File: config.mk
export PLATFORM = sky130hd
export DESIGN_NAME = argon_fetch_unit
export DESIGN_NICKNAME = d
export VERILOG_FILES = /design/src/rtl/argon_fetch_unit.sv
export SDC_FILE = /design/constraint.sdc
export NUM_CORES = 1
export LEC_CHECK = 0
export ABC_CLOCK_PERIOD_IN_PS = 5700
export BUFFER_PORTS_ARGS = -buffer_cell sky130_fd_sc_hd__buf_2
export CAP_MARGIN = 10
export CORE_ASPECT_RATIO = 1.5
export CORE_UTILIZATION = 47
export CTS_CLUSTER_DIAMETER = 50
export DETAILED_ROUTE_END_ITERATION = 6
export GPL_ROUTABILITY_DRIVEN = 0
export PLACE_DENSITY = 0.76
export SYNTH_ARGS = -nofsm -noshare
export SYNTH_HDL_FRONTEND = slang
export SYNTH_SLANG_ARGS = --single-unit
File: constraint.sdc
create_clock -name i_clk -period 5.7 [get_ports i_clk]
set_clock_uncertainty 0.1 [all_clocks]
set_input_delay 0.57 -clock i_clk [delete_from_list [all_inputs] [get_ports i_clk]]
set_output_delay 0.57 -clock i_clk [all_outputs]
set_load 0.01 [all_outputs]
File: src/rtl/argon_fetch_unit.sv
// -----------------------------------------------------------------------------
// argon_fetch_unit
//
// Instruction fetch stage feeding the Argon instruction register / decode.
// Owns the fetch PC and keeps at most one word read outstanding on the
// instruction memory port (valid/ready request, single-pulse valid response).
// Each fetched word is held together with its PC until decode takes it over a
// valid/ready handshake. Execute can redirect the fetch stream at any time.
//
// Optional feature macro: ARGON_FETCH_ALIGN_CHECK_EN
//   defined   : a redirect whose target has bits [1:0] != 00 parks the unit in
//               a terminal FAULT state (o_fault=1, no further requests or
//               deliveries) until i_reset.
//   undefined : redirect targets are silently word-aligned and o_fault is 0.
// -----------------------------------------------------------------------------
module argon_fetch_unit #(
    parameter logic [31:0] RESET_PC = 32'h0000_0000,
    parameter int unsigned CNT_W    = 32
) (
    input  logic             i_clk,
    input  logic             i_reset,
    input  logic             i_halt,
    output logic             o_mem_req_valid,
    input  logic             i_mem_req_ready,
    output logic [31:0]      o_mem_addr,
    input  logic             i_mem_rsp_valid,
    input  logic [31:0]      i_mem_rsp_data,
    output logic             o_instr_valid,
    input  logic             i_instr_ready,
    output logic [31:0]      o_instruction,
    output logic [31:0]      o_instr_pc,
    output logic [31:0]      o_pc_plus4,
    input  logic             i_redirect_valid,
    input  logic [31:0]      i_redirect_target,
    output logic [CNT_W-1:0] o_fetch_count,
    output logic             o_fault
);

    // -------------------------------------------------------------------------
    // State encoding
    // -------------------------------------------------------------------------
`ifdef ARGON_FETCH_ALIGN_CHECK_EN
    typedef enum logic [1:0] {
        ST_REQ   = 2'd0,
        ST_WAIT  = 2'd1,
        ST_HOLD  = 2'd2,
        ST_FAULT = 2'd3
    } state_t;
`else
    typedef enum logic [1:0] {
        ST_REQ  = 2'd0,
        ST_WAIT = 2'd1,
        ST_HOLD = 2'd2
    } state_t;
`endif

    // Sequential successor of a fetch address; wraps modulo 2^32.
    function automatic logic [31:0] next_seq_pc(input logic [31:0] pc);
        return pc + 32'd4;
    endfunction

    state_t      state_r;
    logic [31:0] pc_r;        // address of the next request to issue
    logic [31:0] req_pc_r;    // address of the request currently outstanding
    logic        squash_r;    // outstanding response must be thrown away

    logic [31:0] target_s;    // redirect target as it will be loaded into pc_r
    logic        req_fire_s;  // request handshake completes this cycle
    logic        take_s;      // decode handshake completes this cycle

    // -------------------------------------------------------------------------
    // Redirect target conditioning
    // -------------------------------------------------------------------------
`ifdef ARGON_FETCH_ALIGN_CHECK_EN
    logic misalign_s;         // redirect that must trap the unit
    logic fault_r;

    assign target_s   = i_redirect_target;
    assign misalign_s = i_redirect_valid & (i_redirect_target[1:0] != 2'b00);
    assign o_fault    = fault_r;
`else
    logic tgt_low_unused_s;

    // Low target bits are dropped: every fetch is word aligned.
    assign target_s         = {i_redirect_target[31:2], 2'b00};
    assign tgt_low_unused_s = ^i_redirect_target[1:0];
    assign o_fault          = 1'b0;
`endif

    // -------------------------------------------------------------------------
    // Memory request port
    // -------------------------------------------------------------------------
    // Request is offered straight from the REQ state so that halt takes effect
    // in the same cycle; nothing is offered while reset is asserted.
    assign o_mem_req_valid = (state_r == ST_REQ) & ~i_halt & ~i_reset;
    assign o_mem_addr      = pc_r;
    assign req_fire_s      = o_mem_req_valid & i_mem_req_ready;
    assign take_s          = o_instr_valid & i_instr_ready;

    // Fetch FSM: PC ownership, outstanding-request tracking, instruction hold
    // register and delivery counter.
    always_ff @(posedge i_clk or posedge i_reset) begin
        if (i_reset) begin
            state_r       <= ST_REQ;
            pc_r          <= RESET_PC;
            req_pc_r      <= 32'h0000_0000;
            squash_r      <= 1'b0;
            o_instr_valid <= 1'b0;
            o_instruction <= 32'h0000_0000;
            o_instr_pc    <= 32'h0000_0000;
            o_pc_plus4    <= 32'h0000_0000;
            o_fetch_count <= '0;
`ifdef ARGON_FETCH_ALIGN_CHECK_EN
            fault_r       <= 1'b0;
`endif
        end else begin
            // A completed decode handshake always counts, even when a redirect
            // arrives in the same cycle.
            if (take_s) begin
                o_fetch_count <= o_fetch_count + CNT_W'(1);
            end

            case (state_r)
                ST_REQ: begin
                    if (req_fire_s) begin
                        // The request already left with the old PC; a redirect
                        // in this same cycle makes its response stale.
                        state_r  <= ST_WAIT;
                        req_pc_r <= pc_r;
                        squash_r <= i_redirect_valid;
                    end
                    if (i_redirect_valid) begin
                        pc_r <= target_s;
                    end
                end

                ST_WAIT: begin
                    if (i_mem_rsp_valid) begin
                        squash_r <= 1'b0;
                        if (squash_r || i_redirect_valid) begin
                            // Stale word: drop it and refetch from pc_r.
                            state_r <= ST_REQ;
                        end else begin
                            state_r       <= ST_HOLD;
                            o_instr_valid <= 1'b1;
                            o_instruction <= i_mem_rsp_data;
                            o_instr_pc    <= req_pc_r;
                            o_pc_plus4    <= next_seq_pc(req_pc_r);
                            pc_r          <= next_seq_pc(req_pc_r);
                        end
                    end else if (i_redirect_valid) begin
                        // Only one response is ever outstanding, so a single
                        // squash flag covers any number of redirects here.
                        squash_r <= 1'b1;
                    end
                    if (i_redirect_valid) begin
                        pc_r <= target_s;
                    end
                end

                ST_HOLD: begin
                    if (i_instr_ready || i_redirect_valid) begin
                        state_r       <= ST_REQ;
                        o_instr_valid <= 1'b0;
                    end
                    if (i_redirect_valid) begin
                        pc_r <= target_s;
                    end
                end

`ifdef ARGON_FETCH_ALIGN_CHECK_EN
                ST_FAULT: begin
                    // Terminal: only reset leaves this state.
                    o_instr_valid <= 1'b0;
                    squash_r      <= 1'b0;
                    fault_r       <= 1'b1;
                end
`endif

                default: begin
                    // Unreachable encoding: restart fetch cleanly.
                    state_r       <= ST_REQ;
                    o_instr_valid <= 1'b0;
                    squash_r      <= 1'b0;
                end
            endcase

`ifdef ARGON_FETCH_ALIGN_CHECK_EN
            // Misaligned redirect overrides whatever the state decided; any
            // outstanding response is simply never looked at again.
            if (misalign_s) begin
                state_r       <= ST_FAULT;
                fault_r       <= 1'b1;
                o_instr_valid <= 1'b0;
                squash_r      <= 1'b0;
            end
`endif
        end
    end

endmodule

Word-level counts from Yosys, hierarchy flattened

Index checks and enable logic that the tools add are counted.

Flip-flop bits (word level): 196
Bits in latches: 0
Bits in writable memories: 0
ROM bits: 0
Input bits: 71
Output and inout port bits: 163
Logic and storage cells: 58
Memories kept: 0

$add $sub $neg: 2
Multiply operators: 0
Divide/modulo/power cells: 0
Magnitude comparators: 0
Eq/ne operators: 9
Shifts and indexed selects: 0
Mux-type cells: 18
Bitwise operators: 9
Reduce and logical (&&, ||, !) cells: 11

Operators with widths:

| operator                | count |
|---|---|
| $mux W32                | 4 |
| $pmux W32 S2            | 1 |
| $add A32 B1 Y32 const B | 1 |
| $add A32 B3 Y32 const B | 1 |
| $reduce_and A3 Y1       | 3 |
| $mux W2                 | 4 |
| $ne A2 B2 Y1 const B    | 4 |
| $reduce_and A4 Y1       | 2 |
| $mux W1                 | 6 |
| $ne A3 B3 Y1 const B    | 2 |
| $pmux W1 S3             | 2 |
| $pmux W2 S3             | 1 |
| $not A1 Y1              | 5 |
| $and A1 B1 Y1           | 4 |
| $eq A2 B1 Y1 const B    | 1 |
| $eq A2 B2 Y1 const B    | 1 |
| $logic_not A2 Y1        | 1 |
| $logic_or A1 B1 Y1      | 2 |
| $ne A2 B1 Y1 const B    | 1 |
| $reduce_and A2 Y1       | 1 |
| $reduce_bool A2 Y1      | 1 |
| $reduce_or A2 Y1        | 1 |

Longest topological paths before layout

Gate-level depths: netlist of run 1.

Word-level depth: 6
Mapped depth: 9

Worst setup path before layout of run 1

Ideal clock, no wire load.

Path kind: flip-flop to flip-flop
From: reg req_pc_r[2]
To: reg pc_r[26], in the netlist o_mem_addr[26]
Arrival: 1.581 ns
Required time: 5.465 ns
Slack: 3.884 ns
Cell stages (with the launch flop): 7
Cell sequence: dfrtp_1 -> ha_1 -> and4_1 -> nand4_1 -> o31a_1 -> nor3_1 -> o31ai_1

Longest elaborated chain between the ends: 5

RTL lines:

| element                  | RTL line | text |
|---|---|---|
| start: declaration       | 64       | `logic [31:0] req_pc_r;` |
| start signal: assignment | 129      | `req_pc_r <= pc_r;` |
| $add A32 B3 Y32          | 59       | `return pc + 32'd4;` |
| $mux W32                 | 140      | `if (squash_r \|\| i_redirect_valid) begin` |
| $mux W32                 | 138      | `if (i_mem_rsp_valid) begin` |
| $mux W32                 | 156      | `if (i_redirect_valid) begin` |
| $pmux W32 S2             | 123      | `case (state_r)` |
| end signal: assignment   | 133      | `pc_r <= target_s;` |
| end signal: assignment   | 149      | `pc_r <= next_seq_pc(req_pc_r);` |
| end signal: assignment   | 157      | `pc_r <= target_s;` |
| end: declaration         | 63       | `logic [31:0] pc_r;` |

Every way passes these cells. The select of a mux whose other input is x is not followed.
A chain may end at the register's enable or synchronous reset.

Final worst setup path of run 1

From: reg state_r[0]
To: reg o_pc_plus4[23]

Longest elaborated chain between the ends: 2

RTL lines:

| element                            | RTL line | text |
|---|---|---|
| start: declaration                 | 62       | `state_t state_r;` |
| start signal: assignment           | 104      | `state_r <= ST_REQ;` |
| start signal: assignment           | 128      | `state_r <= ST_WAIT;` |
| start signal: assignment           | 142      | `state_r <= ST_REQ;` |
| $eq A2 B1 Y1                       | 123      |  |
| $reduce_and A3 Y1 (no source line) | --       |  |
| end signal: assignment             | 148      | `o_pc_plus4 <= next_seq_pc(req_pc_r);` |
| end: declaration                   | 32       | `output logic [31:0] o_pc_plus4,` |

Every way passes these cells.

==> run_results.csv, run 1 <==
group,metric,value,unit
run_status,status,"finished clean",
cells_and_area,drive_gt1_share,30.76,%
sta,slew_viol_final,0,
setup_path,crit_path_top_delay_cell,"nor2_4",
floorplanning,die_area,18260,sq um
global_route,grt_max_degree,97,
placed_design,dp.cells,1218,
sta,finalHoldViolCount,0,
synth,async_reset_ff_share,100.0,%
setup_path,critPathKind,"reg -> reg",
sta,fin_hold_ws,122.5,ps
sta,setup_tns,0,ps
sta,max_slew_margin,33.41,%
clocking,clkTransAtPathRegs,70,ps
synth,yosysMostFrequentCell,"nand2_1",
synth,yosys.area_share.adder,0.3005,%
synth,syn-cell-area,8327,sq um
synth,synth_simple_gate_area_share,21.38,%
synth,synth-edff-count,0,
synth,synth.net_count,884,
global_route,grt_pass1_vias,6445,
clocking,cts_max_path_buffers,2,
setup_path,worstPathRequired,5950,ps
synth,syn_avg_cell_area,10.27,sq um
floorplanning,initial_utilization,48.00,%
setup_path,start_kind,"flip-flop",
global_route,antenna_found_initial,0,
synth,synth_common_cells,"nand2_1 (263), dfrtp_1 (194), o21ai_0 (41)",
clocking,cts_resized,0,
global_route,track_usage,23.22,%
setup_path,crit_path_end_kind,"flip-flop",
sta,setup_violations,0,
setup_path,path_common_cell,"buf_4",
synth,yosysWarnings,0,
setup_path,max_stage_delay,810,ps
route,routedWlPerCell,16.72,microns
synth,synth_seq_cells,194,
floorplanning,core,17350,sq um
clocking,cts_hold_buf,0,
synth,synth_top_area_cell,"dfrtp_1",
placed_design,dpl.hpwl,14530,microns
setup_path,crit_chain,"nand2_1 > o211ai_4 > buf_4 > nor2_4 > buf_4 > nor2_1 > a21oi_1",
route,ant_nets,0,
setup_path,arrival,3500,ps
clocking,clkSinkCount,194,
synth,ys_top_cells_by_area,"dfrtp_1 (58%), nand2_1 (12%), mux2_2 (4.3%)",
sta,tightest_slew,996.5,ps
setup_path,reg2reg_depth,7,
route,routed_wl,20900,microns
synth,synth_compound_area_share,6.296,%
route,drt_pass1_iterations,4,
setup_path,r2r_setup_slack,2450,ps
route,drc_errors,0,
route,vias_per_cell,5.320,
clocking,cts-buffers-inserted,17,
global_route,grt_pass1_wl,33090,microns
power,vdd_drop_max,0.2388,mV
clocking,cts_tree,"done",
synth,synthMuxAreaShare,5.049,%
route,drtIter0Drc,286,
clocking,worstSkewPairLatency,430,ps
synth,synth_top_area_share,58.30,%
sta,timing.final.crit_period,3249,ps
clocking,htree_levels,4,
route,vias,6650,
cells_and_area,stdcell_count,1250,
cells_and_area,antenna_cells,0,
clocking,postCtsSetupBuffers,0,
placed_design,portBuffers,230,
setup_path,path_max_fanout,46,
cells_and_area,layout.nets,1097,
sta,max_freq,0.3078,GHz
floorplanning,ios,234,
power,powerDensity,452.3,nW/um^2
synth,synth_top_family_by_area,"simple AND/OR/NAND/NOR gates",
clocking,root_buffer,"clkbuf_16",
floorplanning,row_count,59,
synth,synthFlopType,"dfrtp_1",
floorplanning,fp.dieH,165.0,microns
power,p_leak,5.284,nW
synth,ys_seq_area_share,58.30,%
cells_and_area,area_delta_synth_final,22.93,%
global_route,overflow,0,
power,total_power,4.630,mW
synth,synthCells,811,
sta,period_share,57.01,%
floorplanning,die_w,110.7,microns
min_path,hp-class,"in -> async",
job,maxCapViolations,0,
sta,grt_setup_unrepaired,"false",
synth,synth.distinct_cells,48,
synth,synth-xor-area-share,5.995,%
[worst max-delay path, delay by kind of cell (launching register included)]
kind	cells	cell delay [ps]
flops	1	500
simple gates	3	1560
compound gates	2	240
buf+inv	2	750
[final timing paths]
path	start	end
worst max register to register	state_r[0]$_DFFE_PP0P_	o_pc_plus4[23]$_DFFE_PP0P_
max in group asynchronous	i_reset	o_pc_plus4[8]$_DFFE_PP0P_
worst min register to register	o_fetch_count[31]$_DFFE_PP0P_	o_fetch_count[31]$_DFFE_PP0P_
worst max-delay path	state_r[0]$_DFFE_PP0P_	o_pc_plus4[23]$_DFFE_PP0P_
min in group i_clk	i_mem_rsp_data[25]	o_instruction[25]$_DFFE_PP0P_
worst min-delay path	i_reset	o_instruction[4]$_DFFE_PP0P_
[metrics by stage]
| stage | instance area (sq um) | util, % | worst slack (ps) |
|---|---|---|---|
| final | 10240 | 59.00 | 2451 |
| after global placement | 9629 | 55.51 | 2302 |
| after CTS | 10240 | 59.00 | 2446 |
| after detailed placement | 9629 | 55.51 | 2270 |
| after floorplan | 8330 | - | 2526 |
| after global routing | 10240 | 59.00 | 2269 |
[registers in the layout, indices dropped and copies added (netlist names)]
register,flops
o_fetch_count,32
o_instr_pc,32
o_instruction,32
o_mem_addr,32
req_pc_r,32
o_pc_plus4,30
state_r,2
o_instr_valid,1
squash_r,1
[per-layer routing]
metal | up-vias | share of wire [%] | routed length (microns) | GRT usage [%]
li1 | 3153 | - | - | -
met1 | 3253 | 40 | 8337 | 27.90
met2 | 217 | 53 | 11020 | 40.77
met3 | 27 | 5.4 | 1126 | 5.101
met4 | 0 | 2.0 | 413 | 8.909
met5 | - | 0 | 0 | 0
[where the power goes]
group	total, mW	internal [mW]	switching, mW
logic	1.22	0.533	0.689
clock network	1.24	0.698	0.542
registers	2.17	1.81	0.361
[cell usage in the layout, fill, tap and decap left out, types with 2 or more instances in the layout]
cell type	count
nand2_1	263
buf_2	230
dfrtp_1	194
o21ai_0	41
xnor2_1	39
nor2_1	32
mux2_2	32
nand3_1	22
xor2_1	18
clkbuf_16	17
a32oi_1	16
nand4_1	12
and4_1	11
nor3_1	10
and3_1	9
a21oi_1	7
buf_4	7
mux2i_1	6
o21ai_1	6
nor2b_1	4
inv_1	4
nor4_1	4
clkinv_2	4
inv_6	4
nor4_4	3
bufinv_16	3
a31oi_1	2
nand2b_1	2
a211oi_1	2
a21o_1	2
nand4_4	2
o31a_1	2
o31ai_1	2
clkinvlp_4	2
ha_1	2
clkinv_4	2
[cells by family after synthesis]
family	after synthesis
XOR/XNOR	57
AND/OR/NAND/NOR	387
adder cells (fa/ha/maj)	2
AO/OA/AOI/OAI	84
buffers and inverters	48
flip-flops	194
multiplexers	38
other	1
[layout make-up]
class	instances	area, sq um
tap	213	266.5
clock inverter	15	181.4
fill	1532	7112
sequential	194	4855
multi-input combinational	569	3282
timing repair buffer	237	1204
inverter	5	22.52
clock buffer	17	425.4
Note: power is estimated with default switching activity, not from simulation.
==> run 2: changes to the inputs <==
ABC_CLOCK_PERIOD_IN_PS = 2900   (was 5700)
clock period = 2.9 ns   (was 5.7 ns; I/O delays follow)
==> run 2 against run 1 <==
Net effect:
- design area up 4.9%
- largest cell class unchanged
- critical endpoint is now o_mem_addr[28]$_DFFE_PP0P_
- power up 100%
- non-clock buffer count up 42
- critical path type unchanged
==> run_results.csv, run 2 (synthesis results as in run 1) <==
group,metric,value,unit
route,wl_met2,11710,microns
placed_design,portBuffers,230,
clocking,cts-buffers-inserted,17,
route,top_layer,"met4",
power,p_leak,5.487,nW
cells_and_area,layout.nets,1139,
cells_and_area,stdcell_count,1291,
global_route,antenna_found_initial,0,
setup_path,path_max_fanout,6,
global_route,grt_max_degree,62,
sta,slew_viol_final,0,
sta,period_share,76.85,%
sta,timing.final.ws_setup,671.3,ps
cells_and_area,final_cell_mix,"nand2_1 (263), buf_2 (230), dfrtp_1 (194)",
floorplanning,die_area,18260,sq um
route,wl_met3,1036,microns
run_status,status,"finished clean",
route,vias,6848,
setup_path,arrival,2410,ps
setup_path,timing.critical_path.buf_inv,0,
sta,max_slew_margin,42.60,%
clocking,root_buffer,"clkbuf_16",
power,total_power,9.339,mW
min_path,hp-class,"in -> reg",
placed_design,dp.cells,1224,
route,wl_met1,8614,microns
route,drc_errors,0,
clocking,cts_tree,"done",
clocking,worstSkewPairLatency,430,ps
floorplanning,core,17350,sq um
cells_and_area,drive_gt1_share,29.96,%
route,routed_wl,21980,microns
clocking,clkTransAtPathRegs,70,ps
global_route,track_usage,24.40,%
clocking,cts_max_path_buffers,2,
setup_path,max_stage_delay,430,ps
cells_and_area,final_cell_area,10740,sq um
placed_design,place_area,9724,sq um
sta,setup_tns,0,ps
floorplanning,initial_utilization,48.00,%
sta,finalHoldViolCount,0,
setup_path,crit_path_top_delay_cell,"dfrtp_1",
global_route,grt_pass1_wl,34630,microns
route,drt_pass1_iterations,4,
route,vias_per_cell,5.304,
placed_design,dp_slack,660.4,ps
floorplanning,die_w,110.7,microns
route,routedWlPerCell,17.03,microns
floorplanning,row_count,59,
setup_path,worst_path_dominant_cell_family,"simple AND/OR/NAND/NOR gates",
setup_path,worstPathRequired,3080,ps
global_route,grt_pass1_vias,6737,
cells_and_area,area_delta_synth_final,28.99,%
sta,max_freq,0.4487,GHz
cells_and_area,layout_commonest_cell,"nand2_1",
placed_design,dpl.hpwl,14860,microns
power,vdd_drop_max,0.5126,mV
cells_and_area,final_util,61.91,%
sta,timing.final.crit_period,2229,ps
route,ant_nets,0,
sta,grt_setup_unrepaired,"false",
clocking,postCtsSetupBuffers,0,
clocking,htree_levels,4,
cells_and_area,antenna_cells,0,
sta,fin_hold_ws,17.11,ps
setup_path,start_kind,"flip-flop",
job,maxCapViolations,0,
setup_path,crit_path_end_kind,"flip-flop",
route,drtIter0Drc,325,
setup_path,critPathKind,"reg -> reg",
floorplanning,fp.dieH,165.0,microns
power,powerDensity,869.5,nW/um^2
setup_path,crit_chain,"ha_1 > and4_1 > nand4_1 > o31a_1 > nor3_1 > o31ai_1",
global_route,overflow,0,
sta,tightest_slew,856.9,ps
clocking,clkSinkCount,194,
sta,setup_violations,0,
floorplanning,ios,234,
-- run 2: metal layers --
layer / vias to the layer above / global-route usage [%]
met1: 3345 / 27.64
li1: 3230 / -
met4: 0 / 10.97
met3: 44 / 4.991
met5: - / 0
met2: 229 / 44.33
-- run 2: tightest hold or removal path, cell delays in order --
cell and delay, ps:
buf_2 80, a32oi_1 80, o21ai_0 60
-- run 2: what timing repair did --
| item | 4_1_cts | 5_1_grt |
|---|---|---|
| hold buffers | 36 | 0 |
| endpoints found under the setup margin | 0 | 0 |
| hold endpoints to repair | 59 | 0 |
| gates resized for setup | 0 | 0 |
-- run 2: cell type report --
class / instances / area [sq um]
timing repair buffer: 279 / 1659
clock buffer: 20 / 456.7
inverter: 5 / 22.52
tap: 213 / 266.5
multi-input combinational: 569 / 3282
sequential: 194 / 4855
clock inverter: 11 / 198.9
fill: 1413 / 6608
-- run 2: report_power, final --
group / internal (mW) / switching [mW] / total (mW)
Clock: 1.58 / 1.02 / 2.60
Combinational: 1.09 / 1.38 / 2.47
Sequential: 3.55 / 0.718 / 4.27
Total: 6.22 / 3.12 / 9.34
-- run 2: worst paths after layout --
| kind | start | end | slack, ps | depth (start not counted) |
|---|---|---|---|---|
| max | req_pc_r[2]$_DFFE_PP0P_ | o_mem_addr[28]$_DFFE_PP0P_ | 670 | 6 |
| min | i_redirect_target[19] | o_mem_addr[19]$_DFFE_PP0P_ | 20 | 3 |
| max reg2reg | req_pc_r[2]$_DFFE_PP0P_ | o_mem_addr[28]$_DFFE_PP0P_ | 670 | 6 |
| min reg2reg | o_instr_pc[31]$_DFFE_PP0P_ | o_instr_pc[31]$_DFFE_PP0P_ | 370 | 2 |
| max in group asynchronous | i_reset | o_fetch_count[7]$_DFFE_PP0P_ | 1550 | 4 |
| min in group asynchronous | i_reset | o_fetch_count[22]$_DFFE_PP0P_ | 440 | 3 |
==> run 3: changes to the inputs <==
ABC_AREA = 1   (was default)
ABC_CLOCK_PERIOD_IN_PS = 1900   (was 2900)
CORE_UTILIZATION = 48   (was 47)
clock period = 1.9 ns   (was 2.9 ns; I/O delays follow)
==> run 3 against run 2 <==
Net effect:
- area after synthesis increased by 10%
- routed wire length rose by 16%
- highest routed layer unchanged
- setup slack got worse by 540 ps
- design area increased by 9.5%
- power increased by 57%
- sequential power increased by 49%
- combinational power up 84%
- via count grew 21%
- sequential cell count is the same
==> run_results.csv, run 3 <==
group,metric,value,unit
run_status,status,"finished clean",
setup_path,worst_path_dominant_cell_family,"simple AND/OR/NAND/NOR gates",
cells_and_area,drive_gt1_share,25.11,%
global_route,overflow,0,
floorplanning,die_area,19650,sq um
synth,ys_top_cells_by_area,"dfrtp_1 (53%), nand2_1 (17%), nor2_1 (5.3%)",
power,p_sw,5.257,mW
power,p_leak,6.181,nW
floorplanning,core,18620,sq um
synth,synth.distinct_cells,38,
clocking,htree_levels,4,
synth,yosysWarnings,0,
cells_and_area,layout_commonest_cell,"nand2_1",
global_route,grt_max_degree,118,
sta,setup_violations,0,
floorplanning,fp.dieH,171.2,microns
synth,synthCells,1113,
placed_design,place_area,10590,sq um
setup_path,start_kind,"flip-flop",
setup_path,crit_path_end_kind,"flip-flop",
setup_path,arrival,1990,ps
synth,synth-edff-count,0,
setup_path,max_stage_delay,390,ps
placed_design,dp_slack,96.70,ps
synth,synth_top_area_cell,"dfrtp_1",
clocking,cts-buffers-inserted,17,
global_route,antenna_found_initial,1,
setup_path,critPathKind,"reg -> reg",
clocking,root_buffer,"clkbuf_16",
setup_path,worstPathRequired,2130,ps
setup_path,crit_chain,"ha_1 > nand3_2 > nor2_4 > nand3_2 > inv_1 > nand2_1 > nor2_4 > nand2_1 > nand2_1 > nand2_1",
cells_and_area,layout.nets,1467,
sta,period_share,93.13,%
power,powerDensity,1250,nW/um^2
synth,synth_seq_cells,194,
cells_and_area,final_util,63.16,%
floorplanning,initial_utilization,49.19,%
power,power_frac_comb,30.9,%
power,seq_power_share,43.3,%
route,routed_wl,25430,microns
sta,slew_viol_final,0,
setup_path,crit_path_top_delay_cell,"dfrtp_1",
cells_and_area,nFillCells,1663,
setup_path,timing.critical_path.buf_inv,1,
sta,tightest_slew,593.3,ps
power,clockPowerShare,25.8,%
route,vias_per_cell,5.007,
floorplanning,die_w,114.8,microns
route,drt_pass1_iterations,5,
clocking,worstSkewPairLatency,430,ps
placed_design,portBuffers,230,
clocking,clkSinkCount,194,
synth,synth_common_cells,"nand2_1 (424), dfrtp_1 (194), nor2_1 (129)",
global_route,grt_util_met2,46.72,%
global_route,gr-max-usage-layer,"met2",
cells_and_area,final_cell_mix,"nand2_1 (423), buf_2 (230), dfrtp_1 (194)",
setup_path,path_max_fanout,4,
route,drtIter0Drc,542,
power,swShare,35.76,%
job,maxCapViolations,0,
synth,ys_seq_area_share,52.99,%
global_route,track_usage,26.35,%
global_route,use_met3,4.440,%
synth,syn_avg_cell_area,8.231,sq um
floorplanning,ios,234,
global_route,grt_pass1_wl,39780,microns
cells_and_area,final_cell_area,11760,sq um
setup_path,reg2reg_depth,10,
synth,async_reset_ff_share,100.0,%
clocking,clkTransAtPathRegs,70,ps
route,routedWlPerCell,15.33,microns
min_path,hold_depth,5,
sta,max_freq,0.5651,GHz
route,ant_nets,0,
sta,timing.final.ws_setup,130.6,ps
sta,finalHoldViolCount,0,
route,drc_errors,0,
placed_design,dpl.hpwl,17630,microns
global_route,grt_pass1_vias,8086,
sta,grt_setup_unrepaired,"false",
min_path,hp-class,"in -> reg",
global_route,met1_usage,30.93,%
clocking,cts_max_path_buffers,2,
synth,syn-cell-area,9161,sq um
synth,synth.net_count,1186,
sta,max_slew_margin,60.45,%
setup_path,path_common_cell,"nand2_1",
power,total_power,14.70,mW
synth,synth_top_area_share,52.99,%
clocking,cts_tree,"done",
power,internal-power,9.443,mW
synth,synthFlopType,"dfrtp_1",
route,vias,8306,
synth,yosysMostFrequentCell,"nand2_1",
cells_and_area,area_delta_synth_final,28.39,%
sta,timing.final.crit_period,1769,ps
floorplanning,row_count,61,
power,vdd_drop_max,0.6164,mV
setup_path,cp.depth,10,
run 3: cell count changes in the layout (fill, tap and decap cells not counted), sizes merged, moves of 12 or more:
cell,delta
dlygate4sd3,+19
xnor2,-28
a32oi,-16
nand2,+173
nand4,-12
nor2,+115
nand3,+25
inv,+67
mux2,-32
and4,-13
o21ai,+12
a21oi,+35
run 3: worst register-to-register path, delay by kind of cell (launching register included):
family                   cells  cell delay, ps
adder cells (fa/ha/maj)      1             210
buffers and inverters        1             110
flip-flops                   1             390
AND/OR/NAND/NOR              8             850
run 3: final timing paths:
path / from / to / slack (ps)
setup / recovery: o_fetch_count[0]$_DFFE_PP0P_ / o_fetch_count[26]$_DFFE_PP0P_ / 130
min in group asynchronous: i_reset / o_mem_addr[0]$_DFFE_PP0P_ / 420
hold / removal: i_redirect_target[23] / o_mem_addr[23]$_DFFE_PP0P_ / 4
setup reg to reg: o_fetch_count[0]$_DFFE_PP0P_ / o_fetch_count[26]$_DFFE_PP0P_ / 130
max in group asynchronous: i_reset / o_mem_addr[17]$_DFFE_PP0P_ / 790
hold reg to reg: o_instruction[28]$_DFFE_PP0P_ / o_instruction[28]$_DFFE_PP0P_ / 380
run 3: cell families after synthesis:
group | Yosys count | share of synthesized area [%]
xor+xnor | 26 | 2.486
flops | 194 | 52.99
compound gates | 120 | 7.839
other cells | 1 | 0.04093
fa+ha+maj | 2 | 0.2731
simple gates | 657 | 30.55
buf+inv | 113 | 5.818
run 3: area by class of cell:
class	count	area [sq um]	area share, %
antenna	1	2.502	0.02127
clock buffer	18	429.2	3.649
sequential	194	4855	41.27
inverter	71	270.3	2.298
clock inverter	13	182.7	1.553
timing repair buffer	304	1919	16.32
multi-input combinational	806	3789	32.21
tap	252	315.3	2.681
run 3: repair_timing:
action	4_1_cts	5_1_grt
hold buffers	55	0
setup endpoints to repair	0	2
buffers inserted	0	1
hold endpoints to repair	247	0
resized for setup	0	1
run 3: stage by stage:
stage / hold WS (ps) / cells / setup TNS, ps
after floorplan: 199.6 / 1113 / -173520
after global placement: 283.5 / 1571 / 0
after detailed placement: 288.3 / 1571 / 0
after CTS: 0.7143 / 1657 / 0
after global routing: 6.712 / 1659 / 0
final: 4.264 / 1659 / 0
run 3: routing by layer:
layer  part of all wire, %  vias up
li1                      -     4058
met1                    40     3954
met2                    52      238
met3                   4.2       56
met4                   3.5        0
met5                     0        -
run 3: power groups by stage:
stage               combinational, mW  sequential [mW]  clock [mW]
floorplan                        2.00             6.82           0
global placement                 4.29             6.37           0
detailed placement               4.40             6.40           0
CTS                              4.51             6.35        3.87
global route                     5.05             6.53        4.01
finish                           4.54             6.36        3.79
